### src/rtl/ps2_pkg.sv
// ps2_pkg: shared FSM states, frame constants and timeout helper for the PS/2 receiver
package ps2_pkg;
  typedef enum logic [1:0] {IDLE, DATA, PARITY, STOP} state_t;
  localparam logic START_BIT = 1'b0;
  localparam logic STOP_BIT = 1'b1;
  localparam int DATA_BITS = 8;
  function automatic int timeout_cycles(input int clk_hz, input int timeout_us);
    return clk_hz / 1000000 * timeout_us;
  endfunction
endpackage

### src/rtl/ps2_filter.sv
// ps2_filter: 2-flop synchroniser plus debounce; ports clk, rst, raw in; level (filtered), fall (1-cycle pulse on 1->0) out
module ps2_filter #(
  parameter int FILTER_LEN = 8
) (
  input  logic clk,
  input  logic rst,
  input  logic raw,
  output logic level,
  output logic fall
);
  localparam int CW = $clog2(FILTER_LEN);
  logic meta, sync, hit;
  logic [CW-1:0] cnt;
  assign hit = sync != level && cnt == CW'(FILTER_LEN - 1);
  always_ff @(posedge clk) begin
    if (rst) begin
      meta <= 1'b1;
      sync <= 1'b1;
      level <= 1'b1;
      cnt <= '0;
      fall <= 1'b0;
    end else begin
      meta <= raw;
      sync <= meta;
      cnt <= (sync != level && !hit) ? cnt + 1'b1 : '0;
      level <= hit ? sync : level;
      fall <= hit && level;
    end
  end
endmodule

### src/rtl/ps2_rx.sv
// ps2_rx: PS/2 device-to-host receiver; in clk, rst, ps2_clk, ps2_data; out scan[7:0], scanrdy, parity_err, frame_err pulses
module ps2_rx import ps2_pkg::*; #(
  parameter int CLK_HZ = 50000000,
  parameter int TIMEOUT_US = 200,
  parameter int FILTER_LEN = 8
) (
  input  logic       clk,
  input  logic       rst,
  input  logic       ps2_clk,
  input  logic       ps2_data,
  output logic [7:0] scan,
  output logic       scanrdy,
  output logic       parity_err,
  output logic       frame_err
);
  localparam int TO = timeout_cycles(CLK_HZ, TIMEOUT_US);
  localparam int TW = $clog2(TO);
  state_t state, state_n;
  logic [2:0] bit_cnt, bit_n;
  logic [7:0] shift, shift_n, scan_n;
  logic par, par_n, rdy_n, perr_n, ferr_n;
  logic [TW-1:0] tcnt;
  logic [1:0] dsync;
  logic clk_lvl, fall, fe, d, tmo;
  ps2_filter #(.FILTER_LEN(FILTER_LEN)) u_clk_filter (
    .clk(clk),
    .rst(rst),
    .raw(ps2_clk),
    .level(clk_lvl),
    .fall(fall)
  );
  assign fe = fall && !clk_lvl;
  assign d = dsync[1];
  assign tmo = state != IDLE && tcnt == TW'(TO - 1);
  always_comb begin
    state_n = state;
    bit_n = bit_cnt;
    shift_n = shift;
    par_n = par;
    scan_n = scan;
    rdy_n = 1'b0;
    perr_n = 1'b0;
    ferr_n = 1'b0;
    if (fe) begin
      case (state)
        IDLE: begin
          state_n = d == START_BIT ? DATA : IDLE;
          bit_n = 3'd0;
        end
        DATA: begin
          shift_n = {d, shift[7:1]};
          bit_n = bit_cnt + 3'd1;
          state_n = bit_cnt == 3'(DATA_BITS - 1) ? PARITY : DATA;
        end
        PARITY: begin
          par_n = d;
          state_n = STOP;
        end
        default: begin
          state_n = IDLE;
          ferr_n = d != STOP_BIT;
          perr_n = d == STOP_BIT && !(^{shift, par});
          rdy_n = d == STOP_BIT && (^{shift, par});
          scan_n = rdy_n ? shift : scan;
        end
      endcase
    end else if (tmo) begin
      state_n = IDLE;
      ferr_n = 1'b1;
    end
  end
  always_ff @(posedge clk) begin
    if (rst) begin
      state <= IDLE;
      bit_cnt <= 3'd0;
      shift <= 8'h00;
      par <= 1'b0;
      scan <= 8'h00;
      scanrdy <= 1'b0;
      parity_err <= 1'b0;
      frame_err <= 1'b0;
      tcnt <= '0;
      dsync <= 2'b11;
    end else begin
      state <= state_n;
      bit_cnt <= bit_n;
      shift <= shift_n;
      par <= par_n;
      scan <= scan_n;
      scanrdy <= rdy_n;
      parity_err <= perr_n;
      frame_err <= ferr_n;
      tcnt <= (fe || state == IDLE) ? '0 : tcnt + 1'b1;
      dsync <= {dsync[0], ps2_data};
    end
  end
endmodule

### config.mk
export PLATFORM = sky130hd
export DESIGN_NAME = ps2_rx
export DESIGN_NICKNAME = d
export VERILOG_FILES = /design/src/rtl/ps2_pkg.sv /design/src/rtl/ps2_filter.sv /design/src/rtl/ps2_rx.sv
export SDC_FILE = /design/constraint.sdc
export NUM_CORES = 1
export LEC_CHECK = 0
export BUFFER_PORTS_ARGS = -buffer_cell sky130_fd_sc_hd__buf_2
export CELL_PAD_IN_SITES_DETAIL_PLACEMENT = 1
export CELL_PAD_IN_SITES_GLOBAL_PLACEMENT = 2
export CORE_MARGIN = 8
export CORE_UTILIZATION = 39
export CTS_CLUSTER_DIAMETER = 50
export DETAILED_ROUTE_END_ITERATION = 10
export GPL_TIMING_DRIVEN = 0
export PLACE_DENSITY = 0.86
export SLEW_MARGIN = 20
export SYNTH_ARGS = -nofsm -noshare
export SYNTH_HDL_FRONTEND = slang
export SYNTH_SLANG_ARGS = --single-unit
### constraint.sdc
create_clock -name clk -period 2.5 [get_ports clk]
set_input_delay 0.25 -clock clk [delete_from_list [all_inputs] [get_ports clk]]
set_output_delay 0.25 -clock clk [all_outputs]
set_load 0.005 [all_outputs]
==> out/qor.yml <==
synth_cells: 217
fmax_ghz: 0.550
ir_drop_uv: 297
routed_wl_um: 3800
wl_met1_um: 1870
viasPerCell: 4.77
hold_viol: 0
maxUsedRoutingLayer: "met4"
ctsHoldBuffers: 0
p_leak_uw: 0.000773
finalNetCount: 247
route.antenna.remaining_nets: 0
dominantRegCellSynth: "dfxtp_1"
grt_pass1_vias: 1448
yosys_register_bits: 48
p_per_area_mw_per_mm2: 552
finalSetupViolations: 0
fp.coreArea_mm2: 0.00504
cap_violations: 0
vias: 1470
initial_core_util_pct: 39.7
dp.final_hpwl_um: 2790
fin_skew_ps: 4.66
worstSetupStartpointType: "flip-flop"
area_growth_pct: 11.8
antenna_cells: 0
drt_iter0_drc: 79
critPathKind: "flip-flop to flip-flop"
fp-row-count: 26
die_width_um: 87.6
setup_ws_ps: 683
drc: 0
clk_latency_ps: 300
htree_levels: 2
dieArea_mm2: 0.00768
met2WireLength_um: 1750
fillerInstances: 629
io_buffer_count: 14
synth_edf_count: 0
dr.pass1.iters: 4
cts_buffers: 5
multiInputGateArea_um2: 981
io-pin-count: 15
outcome: "completed"
root_buffer: "clkbuf_8"
antenna_found_initial: 0
worst_slew_margin_rel_pct: 64.0
avgSynthCellArea_um2: 9.23
place.gp.congestion: 0.685
post_cts_resized: 0
crit_fanout: 10
worst-endpoint-arrival_ps: 1990
cp-end-kind: "flip-flop"
drive_gt1_share_pct: 10.9
period_needed_ps: 1820
grt_pass1_wl_um: 6700
synth.distinct_cells: 32
seq_area_frac_synth_pct: 48.0
critical_path_required_ps: 2680
grt_start_max_net_pins: 14
cts_sinks: 48
slew_violations: 0
die_height_um: 87.6
post_cts_buffers: 0
grt_usage_pct: 10.9
place_ws_ps: 655
wl_per_cell_um: 12.3
cts_tree: "done"
min_path_type: "input port to flip-flop"
synth.net_count: 226
tightest_slew_ps: 539
syn_area_mm2: 0.00200
grt_setup_unrepaired: "no"
cts_max_path_buffers: 2
clk_pin_slew_ps: 80
holdWs_ps: 141
grt-ovfl-total: 0
met3_length_um: 125
fin_setup_tns_ps: 0
fin_crit_sh_pct: 72.7
regArea_um2: 961
yosysWarnings: 0
async_flop_share_pct: 0
## metal layers
metal | GRT usage (%) | vias up
li1 | - | 760
met1 | 13.2 | 692
met2 | 17.8 | 11
met3 | 3.19 | 7
met4 | 4.22 | 0
met5 | 0 | -
## worst paths after layout
| kind | startpoint | end | slack [ps] | cells after the start |
|---|---|---|---|---|
| max | u_clk_filter.level$_SDFFE_PP1P_ | tcnt[9]$_SDFF_PP0_ | 680 | 5 |
| min reg2reg | dsync[0]$_SDFF_PP1_ | dsync[1]$_SDFF_PP1_ | 430 | 1 |
| max reg2reg | u_clk_filter.level$_SDFFE_PP1P_ | tcnt[9]$_SDFF_PP0_ | 680 | 5 |
| min | ps2_clk | u_clk_filter.meta$_SDFF_PP1_ | 140 | 2 |
## registers in the layout, summed over array words and instances, names as in the netlist
name                cells
tcnt                   14
scan                    8
shift                   8
bit_cnt                 3
u_clk_filter.cnt        3
dsync                   2
state                   2
frame_err               1
par                     1
parity_err              1
scanrdy                 1
u_clk_filter.fall       1
u_clk_filter.level      1
u_clk_filter.meta       1
u_clk_filter.sync       1
## Yosys cell counts (all sizes together), types with 2 or more instances
cell type  instances  area share (%)
a21oi             15             3.7
ha                 5             3.1
nor2              23             4.3
nand4              5             2.3
nand3              9             2.2
and2               3            0.94
nand2b            14             4.4
nand2             23             4.3
nor4               2            0.62
mux2i              8             4.0
or3                3            0.94
o21ai              7             1.7
inv                4            0.75
nor4bb             2             1.0
xor2               6             2.6
or2b               2            0.75
dfxtp             48              48
xnor2             12             5.2
or2                4             1.2
nor2b              4             1.6
nor3               2            0.50
clkbuf             9             1.7
## final cells by class
class	count	area share, %
Multi-Input combinational cell	155	43.8
Clock buffer	6	3.24
Clock inverter	1	0.224
Sequential cell	48	43.0
Inverter	4	0.671
Buffer	10	2.01
Timing Repair Buffer	14	3.13
Tap cell	70	3.91
## stage by stage
stage | std cells | utilization [%] | total power [µW] | cell area (µm²)
after floorplan | 217 | - | 805 | 2000
after CTS | 308 | 44.4 | 1260 | 2240
final | 308 | 44.4 | 1230 | 2240
after global placement | 301 | 42.8 | 815 | 2160
after detailed placement | 301 | 42.8 | 816 | 2160
after global routing | 308 | 44.4 | 1290 | 2240
## critical path: stages (launching register included)
cell      delay [ps]
dfxtp_1          350
nor2b_1          450
or3_1            190
clkbuf_1         200
clkbuf_1         410
nor2_1           100
## logic make-up (layout without fill, tap and decap cells)
logic type | count (synthesis) | in the layout | synth area share (%)
flip-flops | 48 | 48 | 48.0
buffers and inverters | 14 | 35 | 3.00
AND/OR/NAND/NOR | 97 | 97 | 25.5
AO/OA/AOI/OAI | 25 | 25 | 6.81
multiplexers | 9 | 9 | 4.56
adder cells (fa/ha/maj) | 5 | 5 | 3.13
XOR/XNOR | 19 | 19 | 9.00
## cells in the final DEF, fill, tap and decap left out, types with 2 or more instances in the layout
cell type | synthesis | layout
nand4_1 | 4 | 4
or2b_1 | 2 | 2
nor3_1 | 2 | 2
or2_2 | 2 | 2
nor2b_1 | 3 | 3
nor2_1 | 23 | 23
mux2i_1 | 8 | 8
or3_1 | 3 | 3
dfxtp_1 | 48 | 48
buf_2 | 0 | 14
nand2b_1 | 14 | 14
a21oi_1 | 15 | 15
xnor2_1 | 12 | 12
xor2_1 | 6 | 6
nand2_1 | 23 | 23
and2_1 | 3 | 3
nor4_1 | 2 | 2
ha_1 | 5 | 5
o21ai_0 | 7 | 7
nand3_1 | 9 | 9
clkbuf_8 | 0 | 5
inv_1 | 4 | 4
clkbuf_1 | 9 | 10
nor4bb_1 | 2 | 2
or2_1 | 2 | 2
## power by group
part,switching (µW),total [µW],internal (µW)
sequential,3.16,772,769
combinational,14.2,24.7,10.5
clock,247,438,191
total,265,1230,970
Note: power is estimated with default switching activity, not from simulation.
